==> config.mk <==
export PLATFORM = sky130hd
export DESIGN_NAME = multdiv_arbiter_flat
export DESIGN_NICKNAME = d
export VERILOG_FILES = /design/src/rtl/multdiv_arbiter_if.sv /design/src/rtl/multdiv_arbiter.sv /design/src/flat_wrapper.sv
export SDC_FILE = /design/constraint.sdc
export NUM_CORES = 1
export LEC_CHECK = 0
export BUFFER_PORTS_ARGS = -buffer_cell sky130_fd_sc_hd__buf_2
export CORE_MARGIN = 5
export CORE_UTILIZATION = 50
export CTS_CLUSTER_DIAMETER = 150
export CTS_CLUSTER_SIZE = 40
export DETAILED_ROUTE_END_ITERATION = 7
export PLACE_DENSITY = 0.86
export RECOVER_POWER = 100
export SLEW_MARGIN = 20
export SYNTH_ARGS = -nofsm -noshare
export SYNTH_HDL_FRONTEND = slang
export SYNTH_SLANG_ARGS = --single-unit
==> constraint.sdc <==
create_clock -name clock -period 4.11 [get_ports clock]
set_input_delay 0.2055 -clock clock [delete_from_list [all_inputs] [get_ports clock]]
set_output_delay 0.2055 -clock clock [all_outputs]
set_load 0.1 [all_outputs]
==> src/rtl/multdiv_arbiter_if.sv <==
// multdiv_arbiter_if
//   Bundle of every signal between the multiply/divide arbiter, its two
//   requesters and the shared multi-cycle unit.
//   slave  : arbiter side (drives ready/done/rsp_*, md_ctrl_*, md_a/md_b,
//            busy, timeout_err; receives requests and unit results)
//   master : environment side (requesters plus the unit), the mirror image
interface multdiv_arbiter_if #(
    parameter int WIDTH = 32
);
    logic             req0_valid, req0_op, req0_ready, req0_done;
    logic [WIDTH-1:0] req0_a, req0_b;
    logic             req1_valid, req1_op, req1_ready, req1_done;
    logic [WIDTH-1:0] req1_a, req1_b;
    logic [WIDTH-1:0] rsp_result;
    logic             rsp_exception;
    logic             md_ctrl_mult, md_ctrl_div;
    logic [WIDTH-1:0] md_a, md_b;
    logic [WIDTH-1:0] md_result;
    logic             md_exception, md_resultRDY;
    logic             busy, timeout_err;

    modport slave (
        input  req0_valid, req0_op, req0_a, req0_b,
        input  req1_valid, req1_op, req1_a, req1_b,
        output req0_ready, req0_done, req1_ready, req1_done,
        output rsp_result, rsp_exception,
        output md_ctrl_mult, md_ctrl_div, md_a, md_b,
        input  md_result, md_exception, md_resultRDY,
        output busy, timeout_err
    );

    modport master (
        output req0_valid, req0_op, req0_a, req0_b,
        output req1_valid, req1_op, req1_a, req1_b,
        input  req0_ready, req0_done, req1_ready, req1_done,
        input  rsp_result, rsp_exception,
        input  md_ctrl_mult, md_ctrl_div, md_a, md_b,
        output md_result, md_exception, md_resultRDY,
        input  busy, timeout_err
    );
endinterface

==> src/rtl/multdiv_arbiter.sv <==
// multdiv_arbiter
//   Round-robin arbiter and sequencer for one shared multi-cycle
//   multiply/divide unit serving two requesters (port 0 = pipeline,
//   port 1 = game-logic engine). Flow per operation:
//   IDLE (grant) -> ISSUE (start pulse) -> WAIT (watchdog) -> RESP (done).
// Ports:
//   clock : rising-edge clock
//   reset : asynchronous active-low reset
//   bus   : multdiv_arbiter_if.slave (requests, responses, unit control)
// Optional build macro:
//   MDARB_DIVZERO_FAST_EN - a divide by zero never reaches the unit; it is
//   answered with result 0 / exception 1, two cycles after the grant.
module multdiv_arbiter #(
    parameter int WIDTH   = 32,
    parameter int TIMEOUT = 40,   // must exceed the unit latency
    parameter int CNT_W   = 6     // 2**CNT_W > TIMEOUT
) (
    input  logic              clock,
    input  logic              reset,
    multdiv_arbiter_if.slave  bus
);
    typedef enum logic [1:0] {IDLE, ISSUE, WAIT, RESP} state_t;

    state_t           state;
    logic             ptr;      // port preferred when both request
    logic             owner;    // port that issued the current op
    logic [CNT_W-1:0] wd;
    logic             grant0, grant1, win_op;
    logic [WIDTH-1:0] win_a, win_b;
`ifdef MDARB_DIVZERO_FAST_EN
    logic             fast;     // current op is a short-circuited divide by zero
`endif

    // Grants are combinational so the requester sees ready in the same cycle.
    assign grant0 = reset && (state == IDLE) && bus.req0_valid && (!bus.req1_valid || !ptr);
    assign grant1 = reset && (state == IDLE) && bus.req1_valid && (!bus.req0_valid ||  ptr);
    assign bus.req0_ready = grant0;
    assign bus.req1_ready = grant1;

    assign win_op = grant1 ? bus.req1_op : bus.req0_op;
    assign win_a  = grant1 ? bus.req1_a  : bus.req0_a;
    assign win_b  = grant1 ? bus.req1_b  : bus.req0_b;

    always_ff @(posedge clock or negedge reset) begin
        if (!reset) begin
            state             <= IDLE;
            ptr               <= 1'b0;
            owner             <= 1'b0;
            wd                <= '0;
            bus.md_ctrl_mult  <= 1'b0;
            bus.md_ctrl_div   <= 1'b0;
            bus.md_a          <= '0;
            bus.md_b          <= '0;
            bus.req0_done     <= 1'b0;
            bus.req1_done     <= 1'b0;
            bus.rsp_result    <= '0;
            bus.rsp_exception <= 1'b0;
            bus.busy          <= 1'b0;
            bus.timeout_err   <= 1'b0;
`ifdef MDARB_DIVZERO_FAST_EN
            fast              <= 1'b0;
`endif
        end else begin
            // Strobes are single-cycle unless set below.
            bus.md_ctrl_mult <= 1'b0;
            bus.md_ctrl_div  <= 1'b0;
            bus.req0_done    <= 1'b0;
            bus.req1_done    <= 1'b0;
            case (state)
                IDLE: begin
                    if (grant0 || grant1) begin
                        bus.md_a <= win_a;
                        bus.md_b <= win_b;
                        owner    <= grant1;
                        ptr      <= ~grant1;
                        bus.busy <= 1'b1;
                        state    <= ISSUE;
`ifdef MDARB_DIVZERO_FAST_EN
                        fast <= win_op && (win_b == '0);
                        if (!(win_op && (win_b == '0))) begin
                            bus.md_ctrl_mult <= ~win_op;
                            bus.md_ctrl_div  <=  win_op;
                        end
`else
                        bus.md_ctrl_mult <= ~win_op;
                        bus.md_ctrl_div  <=  win_op;
`endif
                    end
                end
                ISSUE: begin
                    wd    <= '0;
                    state <= WAIT;
`ifdef MDARB_DIVZERO_FAST_EN
                    // Short-circuit: the ISSUE cycle passes without a start
                    // pulse so grant-to-done stays at 2 cycles.
                    if (fast) begin
                        bus.rsp_result    <= '0;
                        bus.rsp_exception <= 1'b1;
                        bus.req0_done     <= ~owner;
                        bus.req1_done     <=  owner;
                        state             <= RESP;
                    end
`endif
                end
                WAIT: begin
                    // A result arriving on the last watchdog cycle still wins.
                    if (bus.md_resultRDY) begin
                        bus.rsp_result    <= bus.md_result;
                        bus.rsp_exception <= bus.md_exception;
                        bus.req0_done     <= ~owner;
                        bus.req1_done     <=  owner;
                        state             <= RESP;
                    end else if (wd == CNT_W'(TIMEOUT - 1)) begin
                        bus.rsp_result    <= '0;
                        bus.rsp_exception <= 1'b1;
                        bus.timeout_err   <= 1'b1;
                        bus.req0_done     <= ~owner;
                        bus.req1_done     <=  owner;
                        state             <= RESP;
                    end else begin
                        wd <= wd + CNT_W'(1);
                    end
                end
                RESP: begin
                    bus.busy <= 1'b0;
                    state    <= IDLE;
                end
                default: state <= IDLE;
            endcase
        end
    end
endmodule

==> src/flat_wrapper.sv <==
// flat-port wrapper written by rule: the top's interface ports become plain ports
module multdiv_arbiter_flat 
#(
    parameter int WIDTH   = 32,
    parameter int TIMEOUT = 40,                                  
    parameter int CNT_W   = 6                          
)
  (clock, reset, bus_req0_valid, bus_req0_op, bus_req0_a, bus_req0_b, bus_req1_valid, bus_req1_op, bus_req1_a, bus_req1_b, bus_req0_ready, bus_req0_done, bus_req1_ready, bus_req1_done, bus_rsp_result, bus_rsp_exception, bus_md_ctrl_mult, bus_md_ctrl_div, bus_md_a, bus_md_b, bus_md_result, bus_md_exception, bus_md_resultRDY, bus_busy, bus_timeout_err);
  multdiv_arbiter_if #(.WIDTH(WIDTH)) bus_i ();
  input  logic clock;
  input  logic reset;
  input wire logic [$bits(bus_i.req0_valid)-1:0] bus_req0_valid;
  input wire logic [$bits(bus_i.req0_op)-1:0] bus_req0_op;
  input wire logic [$bits(bus_i.req0_a)-1:0] bus_req0_a;
  input wire logic [$bits(bus_i.req0_b)-1:0] bus_req0_b;
  input wire logic [$bits(bus_i.req1_valid)-1:0] bus_req1_valid;
  input wire logic [$bits(bus_i.req1_op)-1:0] bus_req1_op;
  input wire logic [$bits(bus_i.req1_a)-1:0] bus_req1_a;
  input wire logic [$bits(bus_i.req1_b)-1:0] bus_req1_b;
  output wire logic [$bits(bus_i.req0_ready)-1:0] bus_req0_ready;
  output wire logic [$bits(bus_i.req0_done)-1:0] bus_req0_done;
  output wire logic [$bits(bus_i.req1_ready)-1:0] bus_req1_ready;
  output wire logic [$bits(bus_i.req1_done)-1:0] bus_req1_done;
  output wire logic [$bits(bus_i.rsp_result)-1:0] bus_rsp_result;
  output wire logic [$bits(bus_i.rsp_exception)-1:0] bus_rsp_exception;
  output wire logic [$bits(bus_i.md_ctrl_mult)-1:0] bus_md_ctrl_mult;
  output wire logic [$bits(bus_i.md_ctrl_div)-1:0] bus_md_ctrl_div;
  output wire logic [$bits(bus_i.md_a)-1:0] bus_md_a;
  output wire logic [$bits(bus_i.md_b)-1:0] bus_md_b;
  input wire logic [$bits(bus_i.md_result)-1:0] bus_md_result;
  input wire logic [$bits(bus_i.md_exception)-1:0] bus_md_exception;
  input wire logic [$bits(bus_i.md_resultRDY)-1:0] bus_md_resultRDY;
  output wire logic [$bits(bus_i.busy)-1:0] bus_busy;
  output wire logic [$bits(bus_i.timeout_err)-1:0] bus_timeout_err;
  assign bus_i.req0_valid = bus_req0_valid;
  assign bus_i.req0_op = bus_req0_op;
  assign bus_i.req0_a = bus_req0_a;
  assign bus_i.req0_b = bus_req0_b;
  assign bus_i.req1_valid = bus_req1_valid;
  assign bus_i.req1_op = bus_req1_op;
  assign bus_i.req1_a = bus_req1_a;
  assign bus_i.req1_b = bus_req1_b;
  assign bus_req0_ready = bus_i.req0_ready;
  assign bus_req0_done = bus_i.req0_done;
  assign bus_req1_ready = bus_i.req1_ready;
  assign bus_req1_done = bus_i.req1_done;
  assign bus_rsp_result = bus_i.rsp_result;
  assign bus_rsp_exception = bus_i.rsp_exception;
  assign bus_md_ctrl_mult = bus_i.md_ctrl_mult;
  assign bus_md_ctrl_div = bus_i.md_ctrl_div;
  assign bus_md_a = bus_i.md_a;
  assign bus_md_b = bus_i.md_b;
  assign bus_i.md_result = bus_md_result;
  assign bus_i.md_exception = bus_md_exception;
  assign bus_i.md_resultRDY = bus_md_resultRDY;
  assign bus_busy = bus_i.busy;
  assign bus_timeout_err = bus_i.timeout_err;
  multdiv_arbiter #(.WIDTH(WIDTH), .TIMEOUT(TIMEOUT), .CNT_W(CNT_W)) u_core (.clock(clock), .reset(reset), .bus(bus_i));
endmodule
# Word-level counts from Yosys, hierarchy flattened

Cells that the tools add are included.

Muxes and demuxes: 26
Equal/unequal tests: 8
$add $sub $neg: 1
Bitwise gates (word level): 4
Reduce and logical (&&, ||, !) cells: 21

Operators with widths:

| kind                | count |
|---|---|
| $mux 32             | 4 |
| $mux 1              | 14 |
| $mux 6              | 2 |
| $pmux 6 s2          | 1 |
| $pmux 2 s4          | 1 |
| $reduce_and 2->1    | 4 |
| $add 6x1->6 const B | 1 |
| $eq 6x6->1 const B  | 1 |
| $mux 2              | 3 |
| $ne 2x2->1 const B  | 3 |
| $reduce_and 3->1    | 2 |
| $reduce_bool 2->1   | 3 |
| $logic_and 1x1->1   | 5 |
| $eq 2x2->1 const B  | 2 |
| $not 1->1           | 4 |
| $logic_not 1->1     | 3 |
| $logic_or 1x1->1    | 3 |
| $ne 3x2->1 const B  | 1 |
| $eq 2x1->1 const B  | 1 |
| $logic_not 2->1     | 1 |
| $pmux 1 s2          | 1 |

Register bits: 113
Output and inout bits: 105
Logic and storage cells: 74
Input port bits: 168

# Longest topological paths before layout

Gate-level depths: netlist of run 1.

Depth after elaboration: 8
Mapped depth: 9
Gate-level depth less buffers: 5

# Worst setup path after synthesis of run 1

OpenSTA, ideal clock, no wires.

Kind: flip-flop to flip-flop
From: reg u_core.state[0]
To: reg u_core.owner
Required time: 3.906 ns
Library setup time: 0.204 ns
Period minus slack after synthesis: 2.720 ns
Path slack: 1.390 ns
Stages on the path, launching flop included: 7
Arrival time: 2.516 ns
Path buffers: 1
Cell sequence: dfrtp_1 -> inv_1 -> ha_1 -> buf_2 -> nand3_1 -> a21oi_1 -> nor2_1

Cells in the longest elaborated chain, start to end: 6
Elaborated cells on any way between the ends: 8
Those cells by class: reduce/logical: 8

Ends and longest elaborated chain:

| item                              | line                  | source |
|---|---|---|
| start, declared                   | multdiv_arbiter.sv:24 | `state_t state;` |
| start signal, assigned            | multdiv_arbiter.sv:46 | `state <= IDLE;` |
| start signal, assigned            | multdiv_arbiter.sv:77 | `state <= ISSUE;` |
| start signal, assigned            | multdiv_arbiter.sv:92 | `state <= WAIT;` |
| $logic_not 2->1                   | multdiv_arbiter.sv:35 | `assign grant0 = reset && (state == IDLE) && bus.req0_valid && (!bus.req1_valid \|\| !ptr);` |
| $logic_and 1x1->1 (3 in series)   | multdiv_arbiter.sv:35 |  |
| via bus_req0_ready                | flat_wrapper.sv:20    | `output wire logic [$bits(bus_i.req0_ready)-1:0] bus_req0_ready;` |
| $logic_or 1x1->1                  | multdiv_arbiter.sv:71 | `if (grant0 \|\| grant1) begin` |
| $reduce_and 2->1 (no source line) | -                     |  |
| end signal, assigned              | multdiv_arbiter.sv:74 | `owner <= grant1;` |
| end, declared                     | multdiv_arbiter.sv:26 | `logic owner;` |

The timed path passes the listed nets, and every way through them passes these cells.
A chain may end at the register's enable or synchronous reset.

# Worst setup path after layout of run 1

From: in reset
To: out bus_req1_ready

Cells in the longest elaborated chain, start to end: 3

Ends and longest elaborated chain:

| item                            | line                  | source |
|---|---|---|
| start, declared                 | flat_wrapper.sv:11    | `input logic reset;` |
| $logic_and 1x1->1 (3 in series) | multdiv_arbiter.sv:36 | `assign grant1 = reset && (state == IDLE) && bus.req1_valid && (!bus.req0_valid \|\| ptr);` |
| end, declared                   | flat_wrapper.sv:22    | `output wire logic [$bits(bus_i.req1_ready)-1:0] bus_req1_ready;` |

Every way passes these cells.

==> flow_summary.json, run 1 <==
{
  "max_slew_margin": -0.330,
  "dieArea_um2": 13100,
  "drt_wl_total_um": 24500,
  "grt_util_all_layers": 0.366,
  "crit_type": "in -> out",
  "drc": 0,
  "cts_tree": "yes",
  "cts-root-buf": "clkbuf_8",
  "yosysUniqueCellTypes": 42,
  "worstSetupStartpointType": "primary input",
  "fin_crit_sh": 0.838,
  "yosysSeqAreaShare": 0.518,
  "critPathRequiredTime_ps": 3900,
  "setup_violations": 0,
  "wl_per_cell_um": 21.7,
  "via_count": 6997,
  "core_area_um2": 10700,
  "port_buffers": 272,
  "area_growth_pct": 61.1,
  "yosysWarnings": 0,
  "fin_crit_ps": 3450,
  "rows": 38,
  "die_w_um": 114,
  "status": "complete, but fails checks",
  "syn_area_per_cell_um2": 9.54,
  "die_y_um": 114,
  "start_util": 0.508,
  "async_flop_share": 1.00,
  "grt_pass1_wl_um": 37100,
  "cts_buffer_depth": 2,
  "worst_pin_slew_ps": 1990,
  "grt_max_degree": 82,
  "synth_top_area_frac": 0.518,
  "cp_max_fo": 61,
  "clock_latency_ps": 530,
  "grt-ovfl-total": 0,
  "first_pass_iters": 6,
  "worstPathArrival_ps": 3240,
  "cts.sinks": 113,
  "finalNetCount": 1151,
  "synth_top_area_cell": "dfrtp_1",
  "hold_viol_final": 0,
  "cts_buffers": 17,
  "antenna_found_initial": 1,
  "drive_gt1_frac": 0.210,
  "syn_area_um2": 5460,
  "place_congestion": 0.833,
  "ys_ff_latch": 113,
  "rsz0062_at_grt": "false",
  "cts-htree-levels": 4,
  "io_pins": 273,
  "cap_viol_max_count": 1,
  "clk_pin_slew_ps": 50,
  "syn_inst": 572,
  "dp_hpwl_um": 12500,
  "violations": "capacitance limit, slew limit",
  "yosys-top-cells-area": "dfrtp_1, a31oi_1, nand3_1, a221o_1, o21ai_0",
  "syn_nets": 746,
  "final_antenna_net_count": 0,
  "synth_edf_count": 0,
  "synth-main-ff-cell": "dfrtp_1",
  "max_freq_mhz": 290,
  "final_max_slew_viol_count": 47,
  "drt-initial-drc-count": 815,
  "vias_per_cell": 6.21,
  "min_path_type": "in -> reg",
  "grt_pass1_vias": 7115,
  "end_kind": "output pin",
  "tns_ps": 0,
  "clock_skew_ps": 11.7
}
## repair_timing
item | 4_1_cts | 5_1_grt
hold buffers | 164 | 0
resized for setup | 0 | 0
endpoints found under the hold margin | 154 | 0
setup buffers | 0 | 0
## cells by family after synthesis
logic type      after synthesis  synth area share
flops                       113             0.518
fa+ha+maj                     6            0.0138
buf+inv                      65            0.0562
mux                           1           0.00183
compound gates              192             0.233
simple gates                195             0.177
## critical path, stage by stage
cell and delay, ps:
dlygate4sd3_1 550, clkbuf_1 210, buf_4 630, nand3_2 490, nor2_1 260, clkbuf_1 890
## per-layer routing
metal / vias up / wire, um / track usage
met5: - / 0 / 0
li1: 2911 / - / -
met2: 670 / 11600 / 0.594
met4: 0 / 1600 / 0.235
met3: 163 / 2960 / 0.112
met1: 3253 / 8320 / 0.418
## placed cells by master, fill, tap and decap left out, types with 2 or more instances in the layout
cell           instances
clkbuf_16             16
nor3b_1                2
clkbuf_1             111
nand3_1               68
inv_1                  8
buf_2                166
buf_4                  5
a31oi_1               66
o211ai_1               7
dlygate4sd3_1        164
a221o_1               29
nor2b_1               33
nand2_1                6
a221o_2                4
dfrtp_1              113
o21ai_0               67
o22ai_1                2
a21oi_1                7
diode_2                3
nor3_1                 2
clkbuf_8               5
ha_1                   6
and3_1                 2
nor2_1                70
and2_1                 2
## through the flow
stage	setup slack [ps]	hold WS, ps	instances	util	cell area (um2)
3_5_place_dp	1580	436	934	0.632	6790
5_1_grt	407	103	1125	0.818	8790
3_3_place_gp	1700	421	934	0.632	6790
6_report	664	119	1127	0.818	8790
4_1_cts	1080	40.3	1124	0.830	8920
2_1_floorplan	1390	-90.1	572	-	5460
## flip-flops by register name, summed over array words and instances (netlist names)
signal and flops:
u_core.bus.busy 1, u_core.bus.md_a 32, u_core.bus.md_b 32, u_core.bus.md_ctrl_div 1, u_core.bus.md_ctrl_mult 1, u_core.bus.req0_done 1, u_core.bus.req1_done 1, u_core.bus.rsp_exception 1
u_core.bus.rsp_result 32, u_core.bus.timeout_err 1, u_core.owner 1, u_core.ptr 1, u_core.state 2, u_core.wd 6
## cell usage after synthesis (2+ instances only)
cell      instances
a31oi_1          66
nor2_1           70
o21ai_1          11
o21ai_0          57
clkbuf_1         21
clkbuf_2          3
nand3_1          69
nand2_1           6
and2_1            3
inv_1             8
buf_6             3
nor2b_1          33
buf_2            26
o22ai_1           2
a221o_1          29
a221o_2           4
buf_1             3
dfrtp_1         113
a21oi_1           7
nor3_1            2
o211ai_1          7
and3_1            3
nor3b_1           2
ha_1              6
## cell type report
cell class	instances	area, um2
clock inverter	1	5.00
fill	609	1950
inverter	8	30.0
multi-input combinational	394	2340
clock buffer	25	484
antenna	3	7.51
timing repair buffer	443	2920
tap	140	175
sequential	113	2830
## final timing paths
kind | cells after the start | start | slack (ps) | endpoint
worst max-delay path | 6 | reset | 660 | bus_req1_ready
worst min-delay path | 3 | bus_req0_op | 120 | u_core.bus.md_ctrl_mult$_DFF_PN0_
worst max register to register | 6 | u_core.state[0]$_DFFE_PN0P_ | 910 | u_core.state[1]$_DFFE_PN0P_
worst min register to register | 1 | u_core.owner$_DFFE_PN0P_ | 460 | u_core.bus.req0_done$_DFF_PN0_
max in group asynchronous | 4 | reset | 1680 | u_core.bus.md_b[17]$_DFFE_PN0P_
min in group asynchronous | 3 | reset | 570 | u_core.ptr$_DFFE_PN0P_
Power of run 1 is left out: the tool's default activity adds up to more than one toggle a clock period on the data nets, which glitch-free logic cannot reach.
==> run 2, diff against run 1 <==
--- a/config.mk
+++ b/config.mk
@@ -7,11 +7,11 @@
 export LEC_CHECK = 0
 export BUFFER_PORTS_ARGS = -buffer_cell sky130_fd_sc_hd__buf_2
 export CORE_MARGIN = 5
-export CORE_UTILIZATION = 50
+export CORE_UTILIZATION = 46
 export CTS_CLUSTER_DIAMETER = 150
 export CTS_CLUSTER_SIZE = 40
 export DETAILED_ROUTE_END_ITERATION = 7
-export PLACE_DENSITY = 0.86
+export PLACE_DENSITY = 0.8
 export RECOVER_POWER = 100
 export SLEW_MARGIN = 20
 export SYNTH_ARGS = -nofsm -noshare
==> constraint.sdc (replaced) <==
create_clock -name clock -period 3.25 [get_ports clock]
set_input_delay 0.1625 -clock clock [delete_from_list [all_inputs] [get_ports clock]]
set_output_delay 0.1625 -clock clock [all_outputs]
set_load 0.1 [all_outputs]
==> run 2 against run 1 <==
  * The run still ends with capacitance limit, slew limit left
  * Worst hold slack lost 110 ps
  * Critical path depth shrank 2
  * Register-to-register slack lost 460 ps
  * Non-clock buffer count fell by 131
  * Design area down 14%
  * Die area is 7.9% higher
  * Count of clock-buffer cells in the layout decreased by 5
  * Critical path type is now reg -> reg
==> flow_summary.json, run 2 (same netlist as run 1, synthesis figures left out) <==
{
  "status": "complete, but fails checks",
  "violations": "capacitance limit, slew limit",
  "worstPathArrival_ps": 3000,
  "clock_skew_ps": 8.08,
  "path_buf_inv": 0,
  "cts_setup_buffers": 0,
  "finalNetCount": 1020,
  "setup_violations": 0,
  "wl_per_cell_um": 18.5,
  "drt-initial-drc-count": 518,
  "drc": 0,
  "drive_gt1_frac": 0.254,
  "fin_crit_sh": 0.860,
  "pre_cts_slack_ps": 1020,
  "cp_max_fo": 36,
  "end_kind": "flop",
  "rsz0062_at_grt": "false",
  "final_antenna_net_count": 0,
  "cts_buffers": 17,
  "critPathRequiredTime_ps": 3450,
  "vias_per_cell": 5.68,
  "path_delay_family": "compound AO/OA/AOI/OAI gates",
  "final_common_cell": "buf_2",
  "rows": 39,
  "max_slew_margin": -0.134,
  "critPathMaxStageDelay_ps": 1330,
  "via_count": 5687,
  "cts-htree-levels": 4,
  "area_growth_pct": 38.9,
  "drt_wl_total_um": 18500,
  "dp_hpwl_um": 12600,
  "first_pass_iters": 5,
  "clk_pin_slew_ps": 60,
  "place_congestion": 0.872,
  "clock_latency_ps": 410,
  "max_freq_mhz": 358,
  "final_max_slew_viol_count": 37,
  "min_path_type": "in -> reg",
  "setup_slack_ps": 454,
  "grt_util_all_layers": 0.258,
  "cts_buffer_depth": 2,
  "worstSetupStartpointType": "flop",
  "crit_slowest_cell": "a21oi_2",
  "hold_viol_final": 0,
  "cap_viol_max_count": 1,
  "cts.sinks": 113,
  "worst_pin_slew_ps": 1700,
  "cts-root-buf": "clkbuf_16",
  "io_pins": 273,
  "die_y_um": 119,
  "cts_tree": "yes",
  "grt_pass1_vias": 5770,
  "start_util": 0.474,
  "antenna_found_initial": 2,
  "die_w_um": 119,
  "port_buffers": 272,
  "reg_top3": "u_core.bus.md_a x32, u_core.bus.md_b x32, u_core.bus.rsp_result x32",
  "core_area_um2": 11500,
  "grt_pass1_wl_um": 29400,
  "crit_type": "reg -> reg",
  "n_fill_cell": 922,
  "grt-ovfl-total": 0,
  "crit_path_cell_trace": "ha_1 -> and2_0 -> a21oi_2 -> a311oi_1",
  "grt_max_degree": 82,
  "dieArea_um2": 14100,
  "layout_common_cells": "buf_2, dfrtp_1, clkbuf_1",
  "tns_ps": 0,
  "fin_crit_ps": 2800
}
-- run 2: changes by cell type in the layout (fill, tap and decap cells not counted), moves of 2 or more --
| cell | change |
|---|---|
| o21ai_1 | +5 |
| clkinv_2 | +4 |
| clkinvlp_4 | +3 |
| clkbuf_1 | -6 |
| dlygate4sd3_1 | -132 |
| clkbuf_8 | -3 |
| o21ai_0 | -5 |
| diode_2 | -2 |
| bufinv_16 | +3 |
-- run 2: per-stage QoR --
| step | hold WS, ps | cells | instance area, um2 | utilization |
|---|---|---|---|---|
| 5_1_grt | 0.578 | 1002 | 7580 | 0.658 |
| 3_3_place_gp | 161 | 938 | 6810 | 0.592 |
| 4_1_cts | 0.153 | 999 | 7710 | 0.669 |
| 6_report | 10.5 | 1002 | 7580 | 0.658 |
| 3_5_place_dp | 174 | 938 | 6810 | 0.592 |
| 2_1_floorplan | -133 | 572 | 5460 | - |
-- run 2: layout make-up --
cell class / count / area (um2) / area share
Antenna cell: 1 / 2.50 / 0.000330
Clock buffer: 20 / 457 / 0.0603
Clock inverter: 11 / 138 / 0.0182
Inverter: 8 / 30.0 / 0.00396
Multi-Input combinational cell: 394 / 2330 / 0.307
Sequential cell: 113 / 2830 / 0.373
Tap cell: 143 / 179 / 0.0236
Timing Repair Buffer: 312 / 1620 / 0.213
-- run 2: routing by layer --
layer	up-vias	GRT usage	part of all wire
li1	2653	-	-
met5	-	0	0.00070
met2	292	0.425	0.49
met4	2	0.0985	0.023
met3	43	0.106	0.10
met1	2697	0.302	0.38
-- run 2: timing repair --
action	CTS	global route
endpoints found under the setup margin	0	0
hold endpoints to repair	61	2
hold buffers	30	2
gates resized for setup	0	0
-- run 2: final timing paths --
kind,startpoint,to,slack [ps],cells past startpoint
setup / recovery,u_core.wd[0]$_DFFE_PN0P_,u_core.state[0]$_DFFE_PN0P_,450,4
hold / removal,bus_req1_b[16],u_core.bus.md_b[16]$_DFFE_PN0P_,10,3
setup reg to reg,u_core.wd[0]$_DFFE_PN0P_,u_core.state[0]$_DFFE_PN0P_,450,4
hold reg to reg,u_core.bus.timeout_err$_DFFE_PN0P_,u_core.bus.timeout_err$_DFFE_PN0P_,470,1
max in group asynchronous,reset,u_core.bus.md_a[18]$_DFFE_PN0P_,1830,3
min in group asynchronous,reset,u_core.ptr$_DFFE_PN0P_,320,2
-- run 2: worst register-to-register path, cell delays in order, from the launching register on --
cell and delay [ps]:
dfrtp_1 430, ha_1 270, and2_0 260, a21oi_2 1330
a311oi_1 310
Power of run 2 is left out for the same reason.
